$ cat src/rtl/ascon_permutation_pkg.sv
// Shared types, encodings and helpers for the Ascon-p permutation engine.
// Holds the FSM state encoding, rounds_sel encoding, the state struct and the round-constant function.
package ascon_permutation_pkg;

  typedef logic [63:0] word_t;

  // x0 sits in the MSBs so {S_0,S_1,S_2,S_3,S_4} packs directly into this struct.
  typedef struct packed {
    word_t x0;
    word_t x1;
    word_t x2;
    word_t x3;
    word_t x4;
  } ascon_state_t;

  typedef enum logic [1:0] {
    ST_IDLE = 2'd0,
    ST_RUN  = 2'd1,
    ST_DONE = 2'd2
  } state_e;

  typedef enum logic [1:0] {
    SEL_P12     = 2'b00,
    SEL_P8      = 2'b01,
    SEL_P6      = 2'b10,
    SEL_P12_ALT = 2'b11
  } rounds_sel_e;

  function automatic logic [7:0] round_const(input logic [3:0] i);
    return {4'hF - i, i};
  endfunction

  // The counter starts at 12-nr so every variant finishes on the same final round index.
  function automatic logic [3:0] start_ctr(input logic [1:0] sel);
    logic [3:0] ctr;
    case (rounds_sel_e'(sel))
      SEL_P8:  ctr = 4'd4;
      SEL_P6:  ctr = 4'd6;
      default: ctr = 4'd0;
    endcase
    return ctr;
  endfunction

  function automatic word_t rotr(input word_t x, input int unsigned n);
    return (x >> n) | (x << (64 - n));
  endfunction

endpackage

$ cat src/rtl/ascon_permutation_if.sv
// Request/result bundle between the core controller (master) and the permutation engine (slave).
interface ascon_permutation_if;
  logic        start;
  logic [1:0]  rounds_sel;
  logic [63:0] S_in_0, S_in_1, S_in_2, S_in_3, S_in_4;
  logic [63:0] S_0_reg, S_1_reg, S_2_reg, S_3_reg, S_4_reg;
  logic        busy;
  logic        done;

  modport master (
    output start, rounds_sel, S_in_0, S_in_1, S_in_2, S_in_3, S_in_4,
    input  S_0_reg, S_1_reg, S_2_reg, S_3_reg, S_4_reg, busy, done
  );

  modport slave (
    input  start, rounds_sel, S_in_0, S_in_1, S_in_2, S_in_3, S_in_4,
    output S_0_reg, S_1_reg, S_2_reg, S_3_reg, S_4_reg, busy, done
  );
endinterface

$ cat src/rtl/ascon_round.sv
// One combinational Ascon round: constant addition, bitsliced 5-bit S-box layer, linear diffusion.
module ascon_round
  import ascon_permutation_pkg::*;
(
  input  ascon_state_t s_i,
  input  logic [7:0]   rc_i,
  output ascon_state_t s_o
);

  word_t x0, x1, x2, x3, x4;
  word_t t0, t1, t2, t3, t4;

  always_comb begin
    // NOTE: blocking assignments here model the in-place update sequence; each line sees the previous line's result.
    x0 = s_i.x0;
    x1 = s_i.x1;
    x2 = s_i.x2 ^ {56'd0, rc_i};
    x3 = s_i.x3;
    x4 = s_i.x4;

    x0 = x0 ^ x4;
    x4 = x4 ^ x3;
    x2 = x2 ^ x1;
    t0 = ~x0 & x1;
    t1 = ~x1 & x2;
    t2 = ~x2 & x3;
    t3 = ~x3 & x4;
    t4 = ~x4 & x0;
    x0 = x0 ^ t1;
    x1 = x1 ^ t2;
    x2 = x2 ^ t3;
    x3 = x3 ^ t4;
    x4 = x4 ^ t0;
    x1 = x1 ^ x0;
    x0 = x0 ^ x4;
    x3 = x3 ^ x2;
    x2 = ~x2;

    s_o.x0 = x0 ^ rotr(x0, 19) ^ rotr(x0, 28);
    s_o.x1 = x1 ^ rotr(x1, 61) ^ rotr(x1, 39);
    s_o.x2 = x2 ^ rotr(x2, 1)  ^ rotr(x2, 6);
    s_o.x3 = x3 ^ rotr(x3, 10) ^ rotr(x3, 17);
    s_o.x4 = x4 ^ rotr(x4, 7)  ^ rotr(x4, 41);
  end

endmodule

$ cat src/rtl/ascon_permutation.sv
// Iterative Ascon-p12/p8/p6 engine: FSM, round counter and 320-bit state register.
// Define ASCON_UNROLL2_EN to run two chained rounds per RUN cycle.
module ascon_permutation
  import ascon_permutation_pkg::*;
(
  input logic               clk,
  input logic               rst_n,
  ascon_permutation_if.slave bus
);

`ifdef ASCON_UNROLL2_EN
  localparam logic [3:0] CTR_STEP = 4'd2;
  localparam logic [3:0] LAST_CTR = 4'd10;
`else
  localparam logic [3:0] CTR_STEP = 4'd1;
  localparam logic [3:0] LAST_CTR = 4'd11;
`endif

  state_e       state_q, state_d;
  logic [3:0]   ctr_q, ctr_d;
  ascon_state_t s_q, s_d;
  logic         busy_q, busy_d;
  logic         done_q, done_d;

  ascon_state_t s_r0, s_step;
  logic [7:0]   rc0;

  assign rc0 = round_const(ctr_q);

  ascon_round u_round0 (.s_i(s_q), .rc_i(rc0), .s_o(s_r0));

`ifdef ASCON_UNROLL2_EN
  logic [7:0]   rc1;
  ascon_state_t s_r1;

  assign rc1 = round_const(ctr_q + 4'd1);

  ascon_round u_round1 (.s_i(s_r0), .rc_i(rc1), .s_o(s_r1));

  assign s_step = s_r1;
`else
  assign s_step = s_r0;
`endif

  always_comb begin
    // NOTE: every *_d gets a default first so no path through the case can infer a latch.
    state_d = state_q;
    ctr_d   = ctr_q;
    s_d     = s_q;
    case (state_q)
      ST_IDLE, ST_DONE: begin
        if (bus.start) begin
          s_d     = {bus.S_in_0, bus.S_in_1, bus.S_in_2, bus.S_in_3, bus.S_in_4};
          ctr_d   = start_ctr(bus.rounds_sel);
          state_d = ST_RUN;
        end else begin
          state_d = ST_IDLE;
        end
      end
      ST_RUN: begin
        // start is deliberately not looked at here; a request mid-run is dropped.
        s_d = s_step;
        if (ctr_q == LAST_CTR) begin
          state_d = ST_DONE;
        end else begin
          ctr_d = ctr_q + CTR_STEP;
        end
      end
      default: state_d = ST_IDLE;
    endcase
    busy_d = (state_d == ST_RUN);
    done_d = (state_d == ST_DONE);
  end

  always_ff @(posedge clk or negedge rst_n) begin
    // NOTE: sequential state uses non-blocking assignments so all flops update from pre-edge values.
    if (!rst_n) begin
      state_q <= ST_IDLE;
      ctr_q   <= '0;
      s_q     <= '0;
      busy_q  <= 1'b0;
      done_q  <= 1'b0;
    end else begin
      state_q <= state_d;
      ctr_q   <= ctr_d;
      s_q     <= s_d;
      busy_q  <= busy_d;
      done_q  <= done_d;
    end
  end

  assign bus.S_0_reg = s_q.x0;
  assign bus.S_1_reg = s_q.x1;
  assign bus.S_2_reg = s_q.x2;
  assign bus.S_3_reg = s_q.x3;
  assign bus.S_4_reg = s_q.x4;
  assign bus.busy    = busy_q;
  assign bus.done    = done_q;

endmodule

$ cat src/flat_wrapper.sv
// flat-port wrapper written by rule: the top's interface ports become plain ports
module ascon_permutation_flat import ascon_permutation_pkg::*;
  (clk, rst_n, bus_start, bus_rounds_sel, bus_S_in_0, bus_S_in_1, bus_S_in_2, bus_S_in_3, bus_S_in_4, bus_S_0_reg, bus_S_1_reg, bus_S_2_reg, bus_S_3_reg, bus_S_4_reg, bus_busy, bus_done);
  ascon_permutation_if bus_i ();
  input logic clk;
  input logic rst_n;
  input wire logic [$bits(bus_i.start)-1:0] bus_start;
  input wire logic [$bits(bus_i.rounds_sel)-1:0] bus_rounds_sel;
  input wire logic [$bits(bus_i.S_in_0)-1:0] bus_S_in_0;
  input wire logic [$bits(bus_i.S_in_1)-1:0] bus_S_in_1;
  input wire logic [$bits(bus_i.S_in_2)-1:0] bus_S_in_2;
  input wire logic [$bits(bus_i.S_in_3)-1:0] bus_S_in_3;
  input wire logic [$bits(bus_i.S_in_4)-1:0] bus_S_in_4;
  output wire logic [$bits(bus_i.S_0_reg)-1:0] bus_S_0_reg;
  output wire logic [$bits(bus_i.S_1_reg)-1:0] bus_S_1_reg;
  output wire logic [$bits(bus_i.S_2_reg)-1:0] bus_S_2_reg;
  output wire logic [$bits(bus_i.S_3_reg)-1:0] bus_S_3_reg;
  output wire logic [$bits(bus_i.S_4_reg)-1:0] bus_S_4_reg;
  output wire logic [$bits(bus_i.busy)-1:0] bus_busy;
  output wire logic [$bits(bus_i.done)-1:0] bus_done;
  assign bus_i.start = bus_start;
  assign bus_i.rounds_sel = bus_rounds_sel;
  assign bus_i.S_in_0 = bus_S_in_0;
  assign bus_i.S_in_1 = bus_S_in_1;
  assign bus_i.S_in_2 = bus_S_in_2;
  assign bus_i.S_in_3 = bus_S_in_3;
  assign bus_i.S_in_4 = bus_S_in_4;
  assign bus_S_0_reg = bus_i.S_0_reg;
  assign bus_S_1_reg = bus_i.S_1_reg;
  assign bus_S_2_reg = bus_i.S_2_reg;
  assign bus_S_3_reg = bus_i.S_3_reg;
  assign bus_S_4_reg = bus_i.S_4_reg;
  assign bus_busy = bus_i.busy;
  assign bus_done = bus_i.done;
  ascon_permutation u_core (.clk(clk), .rst_n(rst_n), .bus(bus_i));
endmodule
$ cat config.mk
export PLATFORM = sky130hd
export DESIGN_NAME = ascon_permutation_flat
export DESIGN_NICKNAME = d
export VERILOG_FILES = /design/src/rtl/ascon_permutation_pkg.sv /design/src/rtl/ascon_permutation_if.sv /design/src/rtl/ascon_round.sv /design/src/rtl/ascon_permutation.sv /design/src/flat_wrapper.sv
export SDC_FILE = /design/constraint.sdc
export NUM_CORES = 2
export LEC_CHECK = 0
export CAP_MARGIN = 20
export CORE_AREA = 2 2 386 273
export DETAILED_ROUTE_END_ITERATION = 7
export DIE_AREA = 0 0 388 275
export GPL_TIMING_DRIVEN = 0
export SYNTH_ARGS = -nofsm -noshare
export SYNTH_HDL_FRONTEND = slang
export SYNTH_SLANG_ARGS = --single-unit
$ cat constraint.sdc
create_clock -name clk -period 6.4 [get_ports clk]
set_clock_uncertainty 0.1 [all_clocks]
set_input_delay 1.28 -clock clk [delete_from_list [all_inputs] [get_ports clk]]
set_output_delay 1.28 -clock clk [all_outputs]
set_load 0.01 [all_outputs]
==> Word-level counts from Yosys, hierarchy flattened <==
Cells that the tools add are included.
{ "totals": {"output_inout_bits": 322, "mem_count": 0, "register_bits": 328, "latch_bits": 0, "in_bits": 325, "mem_bits_rw": 0, "wordCells": 77, "rom_bits": 0} }
{ "classes": {"multipliers": 0, "n_eq_ne": 9, "reduce_logical": 5, "n_addsub": 2, "div": 0, "n_mux": 9, "bitwise_logic": 43, "shift": 0, "order_cmp": 0} }
{ "op_table": {"columns": ["op", "count"], "rows": [
  ["XOR 64 bit", 21],
  ["case mux 320 bit (2 select lines)", 1],
  ["inverter 64 bit", 6],
  ["AND 64 bit", 5],
  ["2-to-1 mux 320 bit", 1],
  ["OR 23 x 64 -> 64 bit", 1],
  ["OR 25 x 64 -> 64 bit", 1],
  ["OR 3 x 64 -> 64 bit", 1],
  ["OR 36 x 64 -> 64 bit", 1],
  ["OR 45 x 64 -> 64 bit", 1],
  ["OR 47 x 64 -> 64 bit", 1],
  ["OR 54 x 64 -> 64 bit", 1],
  ["OR 57 x 64 -> 64 bit", 1],
  ["OR 58 x 64 -> 64 bit", 1],
  ["OR 63 x 64 -> 64 bit", 1],
  ["XOR 64 x 8 -> 64 bit", 1],
  ["2-to-1 mux 4 bit", 2],
  ["case mux 4 bit (2 select lines)", 1],
  ["== test 2 x 1 -> 1 bit, second input constant", 3],
  ["== test 2 bit, second input constant", 3],
  ["case mux 3 bit (2 select lines)", 1],
  ["adder 4 x 1 -> 4 bit, second input constant", 1],
  ["== test 4 bit, second input constant", 1],
  ["!= test 2 bit, second input constant", 2],
  ["other kinds (9)", 9]
]} }

==> Depth between registers and ports, before layout <==
{ "depth": {"ltp_word": 11, "mapped_depth": 7, "mapped_depth_nobuf": 7} }

==> By module <==
Synthesis repeated with hierarchy kept, for this count alone.
{ "unflattened": {"hier_cells": 3373, "area_unflattened_um2": 30634.4} }
{ "by_module_without_submodules": {"columns": ["mod", "seq_area_each_um2", "cells_each", "n_inst", "area_each_um2"], "rows": [
  ["ascon_round", 0.0, 1593, 1, 15925.3],
  ["ascon_permutation", 8207.9, 1780, 1, 14709.1]
]} }

==> Worst setup path after synthesis <==
OpenSTA, ideal clock, no wires.
{ "synth_path": {"path_type": "input-to-reg", "start": "input port bus_start", "end": "register u_core.s_q, in the netlist u_core.bus.S_1_reg[42]", "t_arrival_ns": 2.354, "path_buffers": 3, "t_required_ns": 6.163, "path_slack_ns": 3.809, "path_stages": 7, "path_cell_list": "nor2b_1 > buf_2 > clkbuf_1 > buf_1 > nor2_1 > a211oi_1 > a21oi_1"} }
{ "synth_via": {"elab_chain_cells": 2} }
{ "synth_rtl": {"columns": ["element", "line", "source"], "rows": [
  ["from (decl)", "flat_wrapper.sv:7", "input wire logic [$bits(bus_i.start)-1:0] bus_start;"],
  ["!= test 2 bit (no line)", null, null],
  ["AND reduction 2 bit (no line)", null, null],
  ["to (signal assigned)", "ascon_permutation.sv:80", "s_q <= '0;"],
  ["to (signal assigned)", "ascon_permutation.sv:86", "s_q <= s_d;"],
  ["to (decl)", "ascon_permutation.sv:21", "ascon_state_t s_q, s_d;"]
]} }
Every way passes these cells.
A chain may end at the register's enable or synchronous reset.

==> Worst setup path in the final report <==
{ "layout_path": {"start": "input port bus_start", "end": "register u_core.s_q, in the netlist u_core.bus.S_3_reg[43]"} }
Same word-level chain as after synthesis.

==> impl_metrics.csv <==
group,metric,value,unit
detailed_routing,post-route-drc-count,0,
logic_synthesis,muxShareOfSynthArea,2.29,%
layout,area.sequential,8210,µm²
clock_network,post-cts-setup-buffers,0,
die,dieArea,107000,µm²
detailed_routing,drt_iter0_markers,3943,
outcome,status,"finished clean",
sta,drv_slew,0,
critical_path,crit_top_cell,"clkbuf_1",
global_route,grt_first_pass_wirelength,242,mm
clock_network,cts_resized,0,
logic_synthesis,postSynthNetCount,3584,
critical_path,crit_type,"in -> reg",
logic_synthesis,synth_adder_area_share,7.08,%
global_route,grt_overflow,0,
detailed_routing,dr.pass1.iters,8,
critical_path,critPathMaxStageDelay,0.88,ns
placement,gp_congestion,1.10,
sta,finalSetupViolCount,0,
critical_path,r2r_end,"u_core.bus.S_1_reg[48]",
logic_synthesis,yosys_warnings,0,
sta,fin_crit,4.20,ns
detailed_routing,via_count,29000,
layout,n_fill_cell,10300,
global_route,grt_max_degree,95,
logic_synthesis,ys_seq_elements,328,
die,die_x,388,µm
global_route,grt_pass1_vias,27000,
logic_synthesis,yosysSeqAreaShare,26.8,%
clock_network,h-tree-depth,2,
placement,dp_hpwl,157,mm
detailed_routing,ant_nets,0,
run,cap_violations,0,
die,fp.coreArea,103000,µm²
layout,final_cell_mix,"clkdlybuf4s50_1, nand2_1, xnor2_1",
clock_network,tritoncts,"yes",
die,rows,99,
critical_path,cp_slowest_cell,"clkbuf_1",
worst_hold_path,min_from,"u_core.bus.S_2_reg[7]",
placement,io_buffers,646,
logic_synthesis,netlist_instances,3129,
critical_path,path_cells,"clkdlybuf4s50_1, nor2b_1, buf_2, clkbuf_1, buf_8, clkbuf_1, nor2_1, a211oi_1, a21oi_1",
logic_synthesis,syn_area,30700,µm²
detailed_routing,post_drt_via_cell_ratio,5.53,
critical_path,cp_data_arrival_time,4.55,ns
worst_hold_path,hold_depth,2,
sta,fmax,238,MHz
logic_synthesis,synth_top_family_by_area,"XOR/XNOR gates",
layout,final_nets,4303,
layout,fin_cells,5249,
critical_path,start_kind,"input pin",
die,die_h,275,µm
layout,area_delta_synth_final,32.4,%
layout,drive_above_1_share,5.44,%
placement,dp.cells,5163,
clock_network,cts_sinks,328,
logic_synthesis,yosys.area_share.simple,10.6,%
sta,hold_viol,0,
logic_synthesis,synth_compound_area_share,9.95,%
critical_path,end_kind,"flop",
die,io_pins,647,
critical_path,worstPathRequired,6.74,ns
critical_path,path_max_fanout,10,
critical_path,ff2ff_setup_slack,2.86,ns
clock_network,clk_pin_slew_worst_paths,0.07,ns
logic_synthesis,avgSynthCellArea,9.80,µm²
logic_synthesis,synthDistinctLibCells,30,
clock_network,clock_latency,0.62,ns
worst_hold_path,whs_endpoint,"u_core.bus.S_2_reg[7]",
global_route,grt_util_all_layers,33.7,%
clock_network,cts_hold_buf,0,
die,start_util,29.7,%
clock_network,numCtsBuffers,40,
logic_synthesis,synth_xor_area_share,39.4,%
detailed_routing,routed_wl,186,mm
global_route,antenna_found_initial,12,
critical_path,reg2reg_depth,6,
sta,finalCritPeriodShare,65.7,%
layout,multi_input_comb_area,21200,µm²
sta,relSlewSlack,8.53,%
sta,worst_pin_slew,1.36,ns
clock_network,cts_root_buf,"clkbuf_16",
detailed_routing,wl_per_cell,35.5,µm
sta,rsz0062_at_grt,"false",
worst_hold_path,worstHoldPathType,"reg -> reg",
clock_network,cts_buffer_depth,3,
critical_path,timing.rr.start,"u_core.state_q[0]",
layout,final_common_cell,"clkdlybuf4s50_1",
kinds of logic after synthesis:
family / Yosys count
DFF: 328
xor gates and xnor gates: 905
muxes: 70
buffers and inverters: 320
adders and majority gates: 181
and+or+nand+nor: 808
AOI/OAI and AO/OA: 517
synthesized netlist by cell type:
cell type  count  area share, %
a211oi_1     121            3.0
a21o_1        25           0.61
a21oi_1      271            4.4
a222oi_1       1          0.033
a22oi_1        6           0.15
a31oi_1       61            1.2
and3_1        75            1.5
buf_1         10           0.12
buf_2          2          0.033
clkbuf_1     127            1.6
dfrtp_1      328             27
ha_1         130            5.3
inv_1        181            2.2
maj3_1        25           0.82
maj3_2        26           0.96
mux2i_1       70            2.3
nand2_1      427            5.2
nand2b_1       2          0.041
nand3_1        1          0.016
nand3b_1       1          0.024
nand4_1        1          0.020
nor2_1       299            3.7
nor2b_1        2          0.041
o21ai_0       32           0.52
xnor2_1      335            9.6
xnor2_2       81            4.3
xnor3_1      252             19
xor2_1       230            6.6
xor2_2         3           0.16
xor3_1         4           0.31
cell type report:
| class | count | share of cell area [%] |
|---|---|---|
| Buffer | 139 | 1.30 |
| Antenna cell | 9 | 0.0555 |
| Clock inverter | 14 | 0.456 |
| Sequential cell | 328 | 20.2 |
| Multi-Input combinational cell | 2481 | 52.3 |
| Timing Repair Buffer | 677 | 16.8 |
| Tap cell | 1363 | 4.20 |
| Clock buffer | 57 | 2.92 |
| Inverter | 181 | 1.67 |
routing by layer:
| metal | GRT usage, % | part of all wire, % | vias up |
|---|---|---|---|
| li1 | - | - | 11900 |
| met5 | 0 | 0.028 | - |
| met4 | 13.7 | 4.5 | 8 |
| met3 | 10.8 | 12 | 363 |
| met1 | 44.6 | 40 | 14700 |
| met2 | 51.0 | 43 | 2032 |
per-stage QoR:
stage                     utilization (%)  hold WS, ns  instance area [µm²]  setup slack (ns)  TNS (ns)
after floorplan                         -        0.460                30700              3.81         0
after global routing                 39.3        0.501                40600              2.18         0
after detailed placement             37.9        0.462                39200              1.73         0
final                                39.3        0.476                40600              2.20         0
after CTS                            39.2        0.475                40500              2.36         0
after global placement               37.6        0.442                38800            -12.51  -4080.21
how the worst max path moves through the flow:
stage,slack (ns),startpoint,to,depth (start not counted)
global route,2.18,bus_start,u_core.bus.S_3_reg[43],9
detailed placement,1.73,bus_start,u_core.bus.S_1_reg[38],8
CTS,2.36,bus_start,u_core.bus.S_1_reg[38],8
global placement,-12.51,rst_n,u_core.bus.S_0_reg[46],1
finish,2.20,bus_start,u_core.bus.S_3_reg[43],9
floorplan,3.81,bus_start,u_core.bus.S_1_reg[42],7
worst max-delay path: cells and delay by family:
family,cells,cell delay [ns]
and+or+nand+nor,2,0.34
buffers and inverters,5,2.55
AOI/OAI and AO/OA,2,0.36
Power is left out: the tool's default activity adds up to more than one toggle a clock period on the data nets, which glitch-free logic cannot reach.
